<file path="src/rtl/edge_relax_unit_pkg.sv">
// edge_relax_unit_pkg: shared widths, lane count and memory-word field offsets.
// Latency: n/a (types and constants only).
// Backpressure: n/a.
package edge_relax_unit_pkg;
  localparam int ADDRESS_LEN         = 5;
  localparam int NODE_WEIGHT_BITSIZE = 7;
  localparam int MEMORYWORD_BITSIZE  = 12;
  localparam int NUM_LANES           = 4;

  // Memory word layout: {weight, predecessor}
  localparam int PRED_LSB   = 0;
  localparam int PRED_MSB   = ADDRESS_LEN - 1;
  localparam int WEIGHT_LSB = ADDRESS_LEN;
  localparam int WEIGHT_MSB = ADDRESS_LEN + NODE_WEIGHT_BITSIZE - 1;

  typedef logic [ADDRESS_LEN-1:0]         addr_t;
  typedef logic [NODE_WEIGHT_BITSIZE-1:0] weight_t;
  typedef logic [MEMORYWORD_BITSIZE-1:0]  word_t;
endpackage

</file>
<file path="src/rtl/edge_relax_unit_relax_lane.sv">
// relax_lane: saturating candidate add, strict compare against destination weight, word packing.
// Latency: purely combinational.
// Backpressure: none; the enclosing pipeline stage qualifies the result with i_vld.
module relax_lane
  import edge_relax_unit_pkg::*;
#(
  parameter weight_t INF_W = 7'h7F
) (
  input  logic    i_vld,
  input  addr_t   i_src,
  input  weight_t i_edge_w,
  input  weight_t i_w_i,
  input  weight_t i_w_j,
  output weight_t o_cand,
  output logic    o_relax,
  output word_t   o_pred
);
  logic [NODE_WEIGHT_BITSIZE:0] w_sum;

  assign w_sum = {1'b0, i_w_i} + {1'b0, i_edge_w};

  // Candidate distance; an unreachable source or any overflow past INF_W stays at INF_W
  always_comb begin
    o_cand = w_sum[NODE_WEIGHT_BITSIZE-1:0];
    if ((i_w_i == INF_W) || (w_sum >= {1'b0, INF_W})) begin
      o_cand = INF_W;
    end
  end

  assign o_relax = i_vld && (o_cand < i_w_j);

  // Pack the candidate weight above the predecessor node id
  always_comb begin
    o_pred = '0;
    o_pred[WEIGHT_MSB:WEIGHT_LSB] = o_cand;
    o_pred[PRED_MSB:PRED_LSB]     = i_src;
  end
endmodule

</file>
<file path="src/rtl/edge_relax_unit.sv">
// edge_relax_unit: 4-lane edge relaxation against an external register file (option macro RELAX_FWD_EN).
// Latency: beat captured in S1 at the accept edge; write port driven from S2 after the following edge.
// Backpressure: RELAX_FWD_EN forwards S2 write data, in_ready=1; otherwise in_ready drops for one cycle on an S1/S2 address match.
module edge_relax_unit
  import edge_relax_unit_pkg::*;
#(
  parameter weight_t INF_W = 7'h7F
) (
  input  logic    clk,
  input  logic    rst,
  input  logic    in_valid,
  output logic    in_ready,
  input  logic    edge_vld0, edge_vld1, edge_vld2, edge_vld3,
  input  addr_t   edge_i0, edge_i1, edge_i2, edge_i3,
  input  addr_t   edge_j0, edge_j1, edge_j2, edge_j3,
  input  weight_t edge_w0, edge_w1, edge_w2, edge_w3,
  output addr_t   readaddr_i0, readaddr_i1, readaddr_i2, readaddr_i3,
  output addr_t   readaddr_j0, readaddr_j1, readaddr_j2, readaddr_j3,
  input  weight_t w_i0, w_i1, w_i2, w_i3,
  input  weight_t w_j0, w_j1, w_j2, w_j3,
  output addr_t   writeaddr_j0, writeaddr_j1, writeaddr_j2, writeaddr_j3,
  output word_t   w_j_pred0, w_j_pred1, w_j_pred2, w_j_pred3,
  output logic    wr_en0, wr_en1, wr_en2, wr_en3,
  output logic    relaxed,
  input  logic    clr_relaxed,
  output logic    busy
);
  logic    w_in_vld [NUM_LANES];
  addr_t   w_in_i   [NUM_LANES];
  addr_t   w_in_j   [NUM_LANES];
  weight_t w_in_w   [NUM_LANES];
  weight_t w_rd_wi  [NUM_LANES];
  weight_t w_rd_wj  [NUM_LANES];
  weight_t w_eff_wi [NUM_LANES];
  weight_t w_eff_wj [NUM_LANES];
  weight_t w_cand   [NUM_LANES];
  logic    w_relax  [NUM_LANES];
  logic    w_wr     [NUM_LANES];
  word_t   w_pred   [NUM_LANES];
  logic    w_stall;
  logic    w_any_wr;

  logic    r_s1_vld;
  logic    r_s1_lv  [NUM_LANES];
  addr_t   r_s1_i   [NUM_LANES];
  addr_t   r_s1_j   [NUM_LANES];
  weight_t r_s1_w   [NUM_LANES];
  logic    r_s2_vld;
  logic    r_s2_wr  [NUM_LANES];
  addr_t   r_s2_addr[NUM_LANES];
  word_t   r_s2_data[NUM_LANES];
  logic    r_relaxed;

  assign w_in_vld = '{edge_vld0, edge_vld1, edge_vld2, edge_vld3};
  assign w_in_i   = '{edge_i0, edge_i1, edge_i2, edge_i3};
  assign w_in_j   = '{edge_j0, edge_j1, edge_j2, edge_j3};
  assign w_in_w   = '{edge_w0, edge_w1, edge_w2, edge_w3};
  assign w_rd_wi  = '{w_i0, w_i1, w_i2, w_i3};
  assign w_rd_wj  = '{w_j0, w_j1, w_j2, w_j3};

`ifdef RELAX_FWD_EN
  // S2 is committing this cycle: substitute its weight for any stale register-file read
  always_comb begin
    for (int k = 0; k < NUM_LANES; k++) begin
      w_eff_wi[k] = w_rd_wi[k];
      w_eff_wj[k] = w_rd_wj[k];
      for (int m = 0; m < NUM_LANES; m++) begin
        if (r_s2_wr[m] && (r_s2_addr[m] == r_s1_i[k])) begin
          w_eff_wi[k] = r_s2_data[m][WEIGHT_MSB:WEIGHT_LSB];
        end
        if (r_s2_wr[m] && (r_s2_addr[m] == r_s1_j[k])) begin
          w_eff_wj[k] = r_s2_data[m][WEIGHT_MSB:WEIGHT_LSB];
        end
      end
    end
  end
  assign w_stall = 1'b0;
`else
  // Hold S1 while any of its live reads targets a node S2 is about to commit
  always_comb begin
    w_stall = 1'b0;
    for (int k = 0; k < NUM_LANES; k++) begin
      w_eff_wi[k] = w_rd_wi[k];
      w_eff_wj[k] = w_rd_wj[k];
      for (int m = 0; m < NUM_LANES; m++) begin
        if (r_s1_vld && r_s1_lv[k] && r_s2_wr[m] &&
            ((r_s2_addr[m] == r_s1_i[k]) || (r_s2_addr[m] == r_s1_j[k]))) begin
          w_stall = 1'b1;
        end
      end
    end
  end
`endif

  assign in_ready = !w_stall;

  for (genvar g = 0; g < NUM_LANES; g++) begin : g_lane
    relax_lane #(.INF_W(INF_W)) u_lane (
      .i_vld    (r_s1_vld && r_s1_lv[g]),
      .i_src    (r_s1_i[g]),
      .i_edge_w (r_s1_w[g]),
      .i_w_i    (w_eff_wi[g]),
      .i_w_j    (w_eff_wj[g]),
      .o_cand   (w_cand[g]),
      .o_relax  (w_relax[g]),
      .o_pred   (w_pred[g])
    );
  end

  // Same-destination lanes: only the lowest candidate writes, lower lane index wins a tie
  always_comb begin
    w_any_wr = 1'b0;
    for (int k = 0; k < NUM_LANES; k++) begin
      w_wr[k] = w_relax[k];
      for (int m = 0; m < NUM_LANES; m++) begin
        if ((m != k) && w_relax[m] && (r_s1_j[m] == r_s1_j[k]) &&
            ((w_cand[m] < w_cand[k]) || ((w_cand[m] == w_cand[k]) && (m < k)))) begin
          w_wr[k] = 1'b0;
        end
      end
      w_any_wr = w_any_wr | (w_wr[k] && !w_stall);
    end
  end

  // S1 capture; lane fields only load on accept so read addresses hold while empty
  always_ff @(posedge clk or negedge rst) begin
    if (!rst) begin
      r_s1_vld <= 1'b0;
      for (int k = 0; k < NUM_LANES; k++) begin
        r_s1_lv[k] <= 1'b0;
        r_s1_i[k]  <= '0;
        r_s1_j[k]  <= '0;
        r_s1_w[k]  <= '0;
      end
    end else if (!w_stall) begin
      r_s1_vld <= in_valid;
      if (in_valid) begin
        for (int k = 0; k < NUM_LANES; k++) begin
          r_s1_lv[k] <= w_in_vld[k];
          r_s1_i[k]  <= w_in_i[k];
          r_s1_j[k]  <= w_in_j[k];
          r_s1_w[k]  <= w_in_w[k];
        end
      end
    end
  end

  // S2 write port; a stalled or empty S1 leaves a bubble with all enables low
  always_ff @(posedge clk or negedge rst) begin
    if (!rst) begin
      r_s2_vld <= 1'b0;
      for (int k = 0; k < NUM_LANES; k++) begin
        r_s2_wr[k]   <= 1'b0;
        r_s2_addr[k] <= '0;
        r_s2_data[k] <= '0;
      end
    end else begin
      r_s2_vld <= r_s1_vld && !w_stall;
      for (int k = 0; k < NUM_LANES; k++) begin
        r_s2_wr[k] <= w_wr[k] && !w_stall;
        if (r_s1_vld && !w_stall) begin
          r_s2_addr[k] <= r_s1_j[k];
          r_s2_data[k] <= w_pred[k];
        end
      end
    end
  end

  // Sticky write indicator; a clear on the same edge beats a new set
  always_ff @(posedge clk or negedge rst) begin
    if (!rst) begin
      r_relaxed <= 1'b0;
    end else if (clr_relaxed) begin
      r_relaxed <= 1'b0;
    end else if (w_any_wr) begin
      r_relaxed <= 1'b1;
    end
  end

  assign relaxed = r_relaxed;
  assign busy    = r_s1_vld | r_s2_vld;

  assign readaddr_i0 = r_s1_i[0];
  assign readaddr_i1 = r_s1_i[1];
  assign readaddr_i2 = r_s1_i[2];
  assign readaddr_i3 = r_s1_i[3];
  assign readaddr_j0 = r_s1_j[0];
  assign readaddr_j1 = r_s1_j[1];
  assign readaddr_j2 = r_s1_j[2];
  assign readaddr_j3 = r_s1_j[3];

  assign writeaddr_j0 = r_s2_addr[0];
  assign writeaddr_j1 = r_s2_addr[1];
  assign writeaddr_j2 = r_s2_addr[2];
  assign writeaddr_j3 = r_s2_addr[3];
  assign w_j_pred0    = r_s2_data[0];
  assign w_j_pred1    = r_s2_data[1];
  assign w_j_pred2    = r_s2_data[2];
  assign w_j_pred3    = r_s2_data[3];
  assign wr_en0       = r_s2_wr[0];
  assign wr_en1       = r_s2_wr[1];
  assign wr_en2       = r_s2_wr[2];
  assign wr_en3       = r_s2_wr[3];
endmodule

</file>
<file path="config.mk">
export PLATFORM = sky130hd
export DESIGN_NAME = edge_relax_unit
export DESIGN_NICKNAME = d
export VERILOG_FILES = /design/src/rtl/edge_relax_unit_pkg.sv /design/src/rtl/edge_relax_unit_relax_lane.sv /design/src/rtl/edge_relax_unit.sv
export SDC_FILE = /design/constraint.sdc
export NUM_CORES = 1
export LEC_CHECK = 0
export ABC_AREA = 1
export CORE_UTILIZATION = 52
export CTS_BUF_LIST = sky130_fd_sc_hd__clkbuf_4 sky130_fd_sc_hd__clkbuf_8 sky130_fd_sc_hd__clkbuf_16
export DETAILED_ROUTE_END_ITERATION = 12
export GPL_ROUTABILITY_DRIVEN = 0
export PLACE_DENSITY = 0.92
export SLEW_MARGIN = 0
export SYNTH_ARGS = -nofsm -noshare
export SYNTH_HDL_FRONTEND = slang
export SYNTH_SLANG_ARGS = --single-unit
</file>
<file path="constraint.sdc">
create_clock -name clk -period 4.26 [get_ports clk]
set_clock_uncertainty 0.2 [all_clocks]
set_input_delay 0.852 -clock clk [delete_from_list [all_inputs] [get_ports clk]]
set_output_delay 0.852 -clock clk [all_outputs]
set_load 0.02 [all_outputs]
</file>
==> flow_summary.toml <==
[run_status]
status = "finished clean"

[timing]
post-route-min-period_ns = 4.238
setup_viol = 0
setup_slack_ns = 0.02235
tightest_slew_ns = 0.9465
maxSlewViolCount = 0
max_freq_mhz = 236.0
hold_slack_ns = 0.2842
post-route-period-util_pct = 99.48
relSlewSlack_pct = 36.90
hold_viol = 0

[route]
firstDrtPassIters = 8
antenna_left = 0
wl_met2_mm = 19.77
vias = 12820
vias_per_cell = 5.947
maxUsedRoutingLayer = "met4"
drtIter0Drc = 1535
wl_met3_mm = 4.742
m1WireLength_mm = 13.63
wl_per_cell_um = 19.03
drc = 0
drt_wl_total_mm = 41.02

[synthesis]
netlist.area_leader.share_pct = 32.10
synth_edf_count = 0
ys_warn_count = 0
synth_area_per_cell_um2 = 7.294
syn_area_um2 = 11460
synth_seq_cells = 147
synthArstFlopShare_pct = 100.0
synthTopCellsByArea = "dfrtp_1, nand2_1, ha_1"
synth.yosys.seq_area_share_pct = 32.10
synth_ff_type = "dfrtp_1"
synth_nets = 1779
synth.largest_area_cell = "dfrtp_1"
synth_cells = 1571
ys_types = 56

[critical_path]
start_kind = "input port"
criticalPathCategory = "in -> reg"
crit_arrival_ns = 4.37
crit_required_ns = 4.40
cp_max_fo = 7
end_kind = "flop"

[grt]
grt_start_max_net_pins = 100
grt_pass1_wl_mm = 62.57
grtUsageTotal_pct = 35.90
antenna_found_initial = 0
grt_pass1_vias = 12470
overflow = 0

[floorplan]
die_area_um2 = 22630
start_util_pct = 53.83
die_height_um = 150.4
core_um2 = 21290
row_count = 53
fp.dieW_um = 150.4
io_pins = 247

[cells_and_area]
area_growth_pct = 34.74
nNetsFinal = 2076
diodes = 0
stdcell_count = 2156
fin_area_um2 = 15440
drive_gt1_share_pct = 13.02

[cts]
htreeDepth = 4
clockRootBuffer = "clkbuf_16"
path_clk_slew_ns = 0.07
clk_path_buf_depth = 2
clk_latency_ns = 0.44
holdBufCountCts = 0
cts.sinks = 147
cts_tree = "yes"
cts_buffers = 17

[placement]
hpwl_mm = 29.60
placed_cells = 2120
place_area_um2 = 14630
numPortBuffers = 246
dp_slack_ns = -0.3623

[min_path]
hp-class = "reg -> reg"

[power]
vdd_drop_max_mv = 0.3836
powerDensity_nw_per_um2 = 739.4
p_leak_uw = 0.007506
finalPower_uw = 11420

[job]
cap_violations = 0
-- power breakdown --
| group | internal (uW) | total (uW) | switching, uW |
|---|---|---|---|
| clock | 838 | 1520 | 680 |
| sequential | 1930 | 2780 | 850 |
| combinational | 3010 | 7120 | 4110 |
-- cell usage in the layout (no fill, tap or decap), types with 4 or more instances in the layout --
| cell | count |
|---|---|
| o221ai_1 | 5 |
| inv_6 | 4 |
| inv_2 | 10 |
| mux2_4 | 10 |
| a21oi_2 | 4 |
| nand3_1 | 80 |
| xnor2_1 | 47 |
| o21ai_0 | 75 |
| dfrtp_1 | 139 |
| nor2_1 | 126 |
| clkdlybuf4s50_1 | 241 |
| nand2_1 | 427 |
| ha_4 | 7 |
| nor2_2 | 9 |
| o22ai_1 | 16 |
| buf_4 | 101 |
| o2111ai_1 | 10 |
| a21oi_1 | 73 |
| nor2_4 | 4 |
| inv_1 | 185 |
| nand2_2 | 9 |
| and3_1 | 4 |
| clkbuf_16 | 17 |
| o31ai_1 | 4 |
| mux2_2 | 24 |
| nand3b_1 | 7 |
| nor3_1 | 15 |
| dfrtp_2 | 8 |
| o41ai_1 | 5 |
| ha_1 | 62 |
| nand4_1 | 36 |
| dlymetal6s2s_1 | 4 |
| xor2_1 | 51 |
-- metrics by stage --
| stage | util, % | setup TNS, ns |
|---|---|---|
| detailed placement | 68.71 | -1.421 |
| global route | 72.53 | -0.4297 |
| CTS | 71.44 | 0 |
| floorplan | - | 0 |
| global placement | 68.71 | -0.3575 |
| finish | 72.53 | 0 |
-- final timing paths --
kind	from	end	slack [ns]	cells past startpoint
setup / recovery	w_i2[2]	relaxed$_DFFE_PN0P_	0.02	24
hold / removal	w_j_pred0[8]$_DFFE_PN0P_	w_j_pred0[8]$_DFFE_PN0P_	0.28	2
setup reg to reg	r_s1_w[7]$_DFFE_PN0P_	relaxed$_DFFE_PN0P_	0.30	21
hold reg to reg	w_j_pred0[8]$_DFFE_PN0P_	w_j_pred0[8]$_DFFE_PN0P_	0.28	2
max in group asynchronous	rst	writeaddr_j1[2]$_DFFE_PN0P_	2.77	2
min in group asynchronous	rst	w_j_pred0[1]$_DFFE_PN0P_	0.29	1
-- per-layer routing --
layer	global-route usage (%)	vias to the layer above
met2	62.19	955
li1	-	5702
met1	39.71	5838
met4	18.64	0
met3	10.52	326
met5	0	-
-- Yosys cell counts, drive strengths merged (34+ instances only) --
cell type / number
nand3: 83
xor2: 51
mux2: 34
nand2: 439
buf: 57
xnor2: 47
nand4: 36
a21oi: 79
o21ai: 76
dfrtp: 147
nor2: 139
inv: 195
ha: 72
-- timing repair --
item | CTS | global route
setup buffers | 0 | 4
setup endpoints to repair | 0 | 6
resized for setup | 0 | 50
-- sequential cells by signal, summed over array words and instances, names as in the netlist, 5 cells and up --
| name | cells |
|---|---|
| readaddr_j0 | 5 |
| r_s1_w | 28 |
| w_j_pred1 | 12 |
| w_j_pred3 | 12 |
| w_j_pred2 | 12 |
| readaddr_i1 | 5 |
| readaddr_j1 | 5 |
| writeaddr_j2 | 5 |
| readaddr_j3 | 5 |
| readaddr_i2 | 5 |
| readaddr_j2 | 5 |
| readaddr_i3 | 5 |
| writeaddr_j3 | 5 |
| w_j_pred0 | 12 |
| readaddr_i0 | 5 |
| writeaddr_j0 | 5 |
| writeaddr_j1 | 5 |
-- area by class of cell --
| type | count | area (um2) |
|---|---|---|
| Timing Repair Buffer | 348 | 3252 |
| Inverter | 196 | 735.7 |
| Clock buffer | 18 | 439.2 |
| Sequential cell | 147 | 3689 |
| Tap cell | 275 | 344.1 |
| Multi-Input combinational cell | 1158 | 6837 |
| Clock inverter | 14 | 142.6 |
| Fill cell | 1493 | 5848 |
-- kinds of logic after synthesis --
group | Yosys count | synth area share (%)
compound gates | 217 | 11.23
mux | 34 | 3.669
buf+inv | 266 | 9.926
simple gates | 733 | 27.03
fa+ha+maj | 76 | 8.561
flops | 147 | 32.10
xor+xnor | 98 | 7.491
-- worst max-delay path, cell delays in order --
cell             delay (ns)
clkdlybuf4s50_1        0.49
ha_4                   0.35
nand2_1                0.07
nor2_1                 0.12
nand2_1                0.13
nand3_1                0.11
nand2_1                0.08
nand2_1                0.09
inv_1                  0.06
nand3_2                0.13
nand3_1                0.12
ha_1                   0.31
a21oi_1                0.15
nor2_1                 0.05
a2111oi_1              0.37
nand2_1                0.21
nor2_1                 0.16
nand2_1                0.08
nand2_1                0.08
inv_1                  0.04
nand2_1                0.08
nand3_1                0.08
nor2_1                 0.12
nor2_1                 0.05
Note: power is estimated with default switching activity, not from simulation.
